<file path="config.mk">
export PLATFORM = sky130hd
export DESIGN_NAME = key_event_generator
export DESIGN_NICKNAME = d
export VERILOG_FILES = /design/src/rtl/key_event_generator.sv
export SDC_FILE = /design/constraint.sdc
export NUM_CORES = 1
export LEC_CHECK = 0
export BUFFER_PORTS_ARGS = -buffer_cell sky130_fd_sc_hd__buf_4
export CORE_MARGIN = 2
export CORE_UTILIZATION = 50
export DETAILED_ROUTE_END_ITERATION = 12
export PLACE_DENSITY = 0.66
export SYNTH_ARGS = -nofsm -noshare
export SYNTH_HDL_FRONTEND = slang
export SYNTH_SLANG_ARGS = --single-unit
</file>
<file path="constraint.sdc">
create_clock -name sysClk -period 3 [get_ports sysClk]
set_clock_uncertainty 0.15 [all_clocks]
set_input_delay 0.3 -clock sysClk [delete_from_list [all_inputs] [get_ports sysClk]]
set_output_delay 0.3 -clock sysClk [all_outputs]
set_load 0.02 [all_outputs]
</file>
<file path="src/rtl/key_event_generator.sv">
// Per-key press / release / auto-repeat pulse generator with a long-hold level.
// Two identical, independent FSMs share a free-running millisecond tick.
module key_event_generator #(
    parameter int CLK_FREQ_HZ    = 50_000_000,
    parameter int LONG_MS        = 1000,
    parameter int REPEAT_MS      = 200,
    parameter bit KEY_ACTIVE_LOW = 1'b1
) (
    input  logic       sysClk,
    input  logic       sysRst,
    input  logic [1:0] stableKey,
    output logic [1:0] pressPulse,
    output logic [1:0] releasePulse,
    output logic [1:0] repeatPulse,
    output logic [1:0] longHold
);

    localparam int DIV = (CLK_FREQ_HZ / 1000 < 1) ? 1 : CLK_FREQ_HZ / 1000;
    localparam int PW  = (DIV > 1) ? $clog2(DIV) : 1;
    localparam int HW  = $clog2(LONG_MS + 1);
    localparam int RW  = $clog2(REPEAT_MS + 1);

    localparam logic [PW-1:0] PRE_LAST  = PW'(DIV - 1);
    localparam logic [HW-1:0] HOLD_LAST = HW'(LONG_MS);
    localparam logic [RW-1:0] REP_LAST  = RW'(REPEAT_MS);

    localparam logic [1:0] ST_IDLE  = 2'd0;
    localparam logic [1:0] ST_SHORT = 2'd1;
    localparam logic [1:0] ST_HOLD  = 2'd2;

    function automatic logic [HW-1:0] sat_inc_hold(input logic [HW-1:0] v);
        return (v == {HW{1'b1}}) ? v : v + HW'(1);
    endfunction

    function automatic logic [RW-1:0] sat_inc_rep(input logic [RW-1:0] v);
        return (v == {RW{1'b1}}) ? v : v + RW'(1);
    endfunction

    logic [PW-1:0] prescaler_q, prescaler_d;
    logic          ms_tick;
    logic [1:0]    act;
    logic [1:0]    prev_act_q;
    logic [1:0]    state_q [2];
    logic [1:0]    state_d [2];
    logic [HW-1:0] hold_cnt_q [2];
    logic [HW-1:0] hold_cnt_d [2];
    logic [RW-1:0] rep_cnt_q [2];
    logic [RW-1:0] rep_cnt_d [2];
    logic [1:0]    press_q, press_d;
    logic [1:0]    release_q, release_d;
    logic [1:0]    repeat_q, repeat_d;
    logic [1:0]    long_q, long_d;

    assign ms_tick     = (prescaler_q == PRE_LAST);
    assign prescaler_d = ms_tick ? '0 : prescaler_q + PW'(1);
    assign act         = KEY_ACTIVE_LOW ? ~stableKey : stableKey;

    // Release is tested before the tick so it always wins over a due repeat.
    always_comb begin
        press_d   = '0;
        release_d = '0;
        repeat_d  = '0;
        long_d    = long_q;
        for (int i = 0; i < 2; i++) begin
            state_d[i]    = state_q[i];
            hold_cnt_d[i] = hold_cnt_q[i];
            rep_cnt_d[i]  = rep_cnt_q[i];
            case (state_q[i])
                ST_IDLE: begin
                    if (act[i] && !prev_act_q[i]) begin
                        press_d[i]    = 1'b1;
                        hold_cnt_d[i] = '0;
                        state_d[i]    = ST_SHORT;
                    end
                end
                ST_SHORT: begin
                    if (!act[i]) begin
                        release_d[i] = 1'b1;
                        state_d[i]   = ST_IDLE;
                    end else if (ms_tick) begin
                        hold_cnt_d[i] = sat_inc_hold(hold_cnt_q[i]);
                        if (hold_cnt_d[i] == HOLD_LAST) begin
                            repeat_d[i]  = 1'b1;
                            long_d[i]    = 1'b1;
                            rep_cnt_d[i] = '0;
                            state_d[i]   = ST_HOLD;
                        end
                    end
                end
                ST_HOLD: begin
                    if (!act[i]) begin
                        release_d[i] = 1'b1;
                        long_d[i]    = 1'b0;
                        state_d[i]   = ST_IDLE;
                    end else if (ms_tick) begin
                        rep_cnt_d[i] = sat_inc_rep(rep_cnt_q[i]);
                        if (rep_cnt_d[i] == REP_LAST) begin
                            repeat_d[i]  = 1'b1;
                            rep_cnt_d[i] = '0;
                        end
                    end
                end
                default: begin
                    state_d[i] = ST_IDLE;
                    long_d[i]  = 1'b0;
                end
            endcase
        end
    end

    always_ff @(posedge sysClk or negedge sysRst) begin
        if (!sysRst) begin
            prescaler_q <= '0;
            prev_act_q  <= '0;
            press_q     <= '0;
            release_q   <= '0;
            repeat_q    <= '0;
            long_q      <= '0;
            for (int i = 0; i < 2; i++) begin
                state_q[i]    <= ST_IDLE;
                hold_cnt_q[i] <= '0;
                rep_cnt_q[i]  <= '0;
            end
        end else begin
            prescaler_q <= prescaler_d;
            prev_act_q  <= act;
            press_q     <= press_d;
            release_q   <= release_d;
            repeat_q    <= repeat_d;
            long_q      <= long_d;
            for (int i = 0; i < 2; i++) begin
                state_q[i]    <= state_d[i];
                hold_cnt_q[i] <= hold_cnt_d[i];
                rep_cnt_q[i]  <= rep_cnt_d[i];
            end
        end
    end

    assign pressPulse   = press_q;
    assign releasePulse = release_q;
    assign repeatPulse  = repeat_q;
    assign longHold     = long_q;

endmodule

</file>
==> summary.json <==
{
  "hold_class": "in -> reg",
  "grt-ovfl-total": 0,
  "drt_pass1_iterations": 5,
  "crit-reg2reg-launch": "hold_cnt_q[0]$_DFFE_PN0P_",
  "num_io_pins": 12,
  "post-route-cell-area_um2": 5050,
  "first_iteration_detailed_routing_drc_count": 167,
  "clk_latency_ns": 0.35,
  "mappedNetlistArea_um2": 4650,
  "yosysUniqueCellTypes": 69,
  "cts_htree_levels": 3,
  "timing.final.crit_period_ns": 2.79,
  "hold_path.startpoint": "stableKey[0]",
  "max_cap_viol_count": 0,
  "ys.flop_type": "sky130_fd_sc_hd__dfrtp_1",
  "final_net_count": 581,
  "filler_cell_count": 854,
  "yosysWarningCount": 0,
  "placed_cell_area_um2": 4850,
  "die_area_um2": 10100,
  "area.sequential_um2": 1650,
  "cts_made_buffers": 9,
  "postSynthCellCount": 559,
  "final.setup.tns_ns": 0,
  "timing.final.crit_share": 0.931,
  "first_global_vias": 3999,
  "critical_path.n_buffers_inverters": 0,
  "placementRows": 35,
  "grt_pass1_wl_um": 18800,
  "cp_slowest_cell": "sky130_fd_sc_hd__dfrtp_1",
  "standard_cell_core_area_um2": 9150,
  "max_slew_margin": 0.450,
  "fp.dieW_um": 100,
  "synthesis.area_per_instance_um2": 8.32,
  "ys_async_sr_fraction": 1.00,
  "ys_top_cells_by_area": "sky130_fd_sc_hd__dfrtp_1, sky130_fd_sc_hd__nand2_1, sky130_fd_sc_hd__a21oi_1",
  "finish.utilization": 0.552,
  "internal_power_mw": 1.55,
  "grt_antenna_before_repair": 0,
  "antenna-diode-count": 0,
  "post-dp-hpwl_um": 7810,
  "multi_input_area_um2": 2790,
  "top_library_cells_by_usage_in_the_layout_fill_and_taps_aside": "sky130_fd_sc_hd__nand2_1, sky130_fd_sc_hd__dfrtp_1, sky130_fd_sc_hd__a21oi_1",
  "share_of_power_burned_in_the_clock_network": 0.319,
  "viasPerCell": 6.31,
  "clockBufferDepth": 2,
  "power_per_cell_area_nw_per_um2": 456,
  "report.final.hold_viol_count": 0,
  "port_buffers": 11,
  "synth_sequential_area_ratio": 0.355,
  "power.share.sequential": 0.421,
  "slew_viol_final": 0,
  "worstPathMaxFanout": 10,
  "leakage_nw": 2.01,
  "postRouteWirelength_um": 10900,
  "synth.top_cell.area_share": 0.355,
  "design_power_total_mw": 2.30,
  "rsz0062_at_grt": "no",
  "critical_path.max_stage_delay_ns": 0.49,
  "tritoncts_num_sinks": 66,
  "run_status": "complete, no violations",
  "final-setup-viol-count": 0,
  "synth.largest_area_cell": "sky130_fd_sc_hd__dfrtp_1",
  "cts.repair_timing.setup_buffer_count": 0,
  "worst_setup_path_end_kind": "flop",
  "tritoncts": "built",
  "p_comb_frac": 0.261,
  "post_cts_clock_slew_at_the_launch_and_capture_registers_of_the_worst_setup_and_hold_paths_ns": 0.08,
  "floorplan.initialDensity": 0.508,
  "clock.fmax_mhz": 358,
  "timing.setup.critical_path_class": "reg -> reg",
  "finalHoldWorstSlack_ns": 0.0168,
  "crit_arrival_ns": 2.92,
  "routed_wire_length_per_instance_um": 16.0,
  "critPathTopFamily": "simple AND/OR/NAND/NOR gates",
  "synth_fp_nets": 574,
  "ir_worst_vdd_v": 0.000262,
  "grt_max_degree": 67,
  "gp_routability_congestion": 0.895,
  "critical_path.startpoint_type": "flop",
  "synth_enable_flop_cells": 0,
  "share_of_post_route_cells_with_drive_strength_above_1": 0.103,
  "drt.antenna.violating_nets": 0,
  "syn2layout_area_growth_pct": 8.61,
  "worst_endpoint_required_time_ns": 3.13,
  "detailroute.via_count": 4303,
  "overall_global_routing_resource_usage": 0.229,
  "ctsRootBufferMaster": "sky130_fd_sc_hd__clkbuf_8",
  "max_slew.worst_pin.slew_ns": 0.825,
  "sw_frac_of_total": 0.329,
  "series_of_cell_instances_along_the_critical_path": "ha_1, nand2_1, or3_4, o221ai_2, o2111ai_2, or2_1, o41ai_2, a221o_1",
  "p_sw_mw": 0.757,
  "fp.dieH_um": 100,
  "worst_setup_path_startpoint": "hold_cnt_q[0]$_DFFE_PN0P_",
  "ys_seq_elements": 66,
  "drcViolationCount": 0
}
[worst paths after layout]
path / endpoint / slack, ns / depth (start not counted)
worst max-delay path: rep_cnt_q[0]$_DFFE_PN0P_ / 0.21 / 8
worst min-delay path: pressPulse[0]$_DFF_PN0_ / 0.02 / 2
worst max register to register: rep_cnt_q[0]$_DFFE_PN0P_ / 0.21 / 8
worst min register to register: pressPulse[0]$_DFF_PN0_ / 0.31 / 1
max in group asynchronous: rep_cnt_q[0]$_DFFE_PN0P_ / 1.72 / 2
min in group asynchronous: hold_cnt_q[2]$_DFFE_PN0P_ / 0.45 / 2
[per-stage QoR]
stage / cells / worst slack, ns
4_1_cts: 682 / 0.231
3_3_place_gp: 665 / 0.340
2_1_floorplan: 559 / 0.464
3_5_place_dp: 665 / 0.256
6_report: 682 / 0.206
5_1_grt: 682 / 0.0458
[per-layer routing]
layer | global-route usage | vias to the layer above | part of all wire
met5 | 0 | - | 0
met4 | 0.0811 | 0 | 0.013
met3 | 0.0376 | 14 | 0.047
met2 | 0.368 | 131 | 0.46
met1 | 0.314 | 2071 | 0.48
li1 | - | 2087 | -
[cell type report]
class / instances / area share
well taps: 111 / 0.0275
clock inverters: 4 / 0.0104
multi-input cells: 442 / 0.551
inverters: 18 / 0.0134
repair buffers: 29 / 0.0436
clock buffers: 12 / 0.0268
flip-flops and latches: 66 / 0.327
[Yosys cell counts (3+ instances only)]
library cell,number
sky130_fd_sc_hd__nand2b_1,11
sky130_fd_sc_hd__mux2_2,3
sky130_fd_sc_hd__and2_1,5
sky130_fd_sc_hd__a211o_1,3
sky130_fd_sc_hd__buf_2,10
sky130_fd_sc_hd__and4_1,5
sky130_fd_sc_hd__xor2_1,8
sky130_fd_sc_hd__dfrtp_1,66
sky130_fd_sc_hd__nor2_1,44
sky130_fd_sc_hd__nor3_1,14
sky130_fd_sc_hd__nor3b_1,4
sky130_fd_sc_hd__or3_1,8
sky130_fd_sc_hd__nand4_1,14
sky130_fd_sc_hd__o31ai_1,6
sky130_fd_sc_hd__a221o_1,6
sky130_fd_sc_hd__o22a_1,5
sky130_fd_sc_hd__and3_1,16
sky130_fd_sc_hd__a22o_1,3
sky130_fd_sc_hd__clkbuf_1,19
sky130_fd_sc_hd__o21ai_0,19
sky130_fd_sc_hd__nor4_1,6
sky130_fd_sc_hd__or4_1,5
sky130_fd_sc_hd__o32ai_1,3
sky130_fd_sc_hd__a21oi_1,49
sky130_fd_sc_hd__o21a_1,3
sky130_fd_sc_hd__xnor2_1,7
sky130_fd_sc_hd__a211oi_1,10
sky130_fd_sc_hd__ha_1,11
sky130_fd_sc_hd__nor2b_1,9
sky130_fd_sc_hd__mux2i_1,10
sky130_fd_sc_hd__inv_1,18
sky130_fd_sc_hd__nand2_1,66
sky130_fd_sc_hd__nand3_1,33
sky130_fd_sc_hd__a31oi_1,9
[power by group through the flow]
stage / Clock [mW] / Sequential (mW) / Combinational [mW]
5_1_grt: 0.801 / 0.977 / 0.663
2_1_floorplan: 0 / 0.991 / 0.400
3_5_place_dp: 0 / 0.986 / 0.594
3_3_place_gp: 0 / 0.985 / 0.582
6_report: 0.734 / 0.969 / 0.600
4_1_cts: 0.752 / 0.968 / 0.599
[cells by family (layout without fill, tap and decap cells)]
| group | Yosys count | after routing | synth area share |
|---|---|---|---|
| and+or+nand+nor | 259 | 259 | 0.295 |
| adders and majority gates | 11 | 11 | 0.0296 |
| DFF | 66 | 66 | 0.355 |
| muxes | 13 | 13 | 0.0288 |
| xor gates and xnor gates | 15 | 15 | 0.0282 |
| AOI/OAI and AO/OA | 144 | 144 | 0.216 |
| buffers and inverters | 51 | 63 | 0.0473 |
[repair_timing]
item	CTS	global route
setup endpoints to repair	0	4
hold buffers	1	0
endpoints found under the hold margin	66	0
resized for setup	0	1
[flip-flops by register name, indices dropped and copies added (netlist names)]
| name | count |
|---|---|
| hold_cnt_q | 20 |
| longHold | 2 |
| prescaler_q | 16 |
| pressPulse | 2 |
| prev_act_q | 2 |
| releasePulse | 2 |
| rep_cnt_q | 16 |
| repeatPulse | 2 |
| state_q | 4 |
Note: power is estimated with default switching activity, not from simulation.
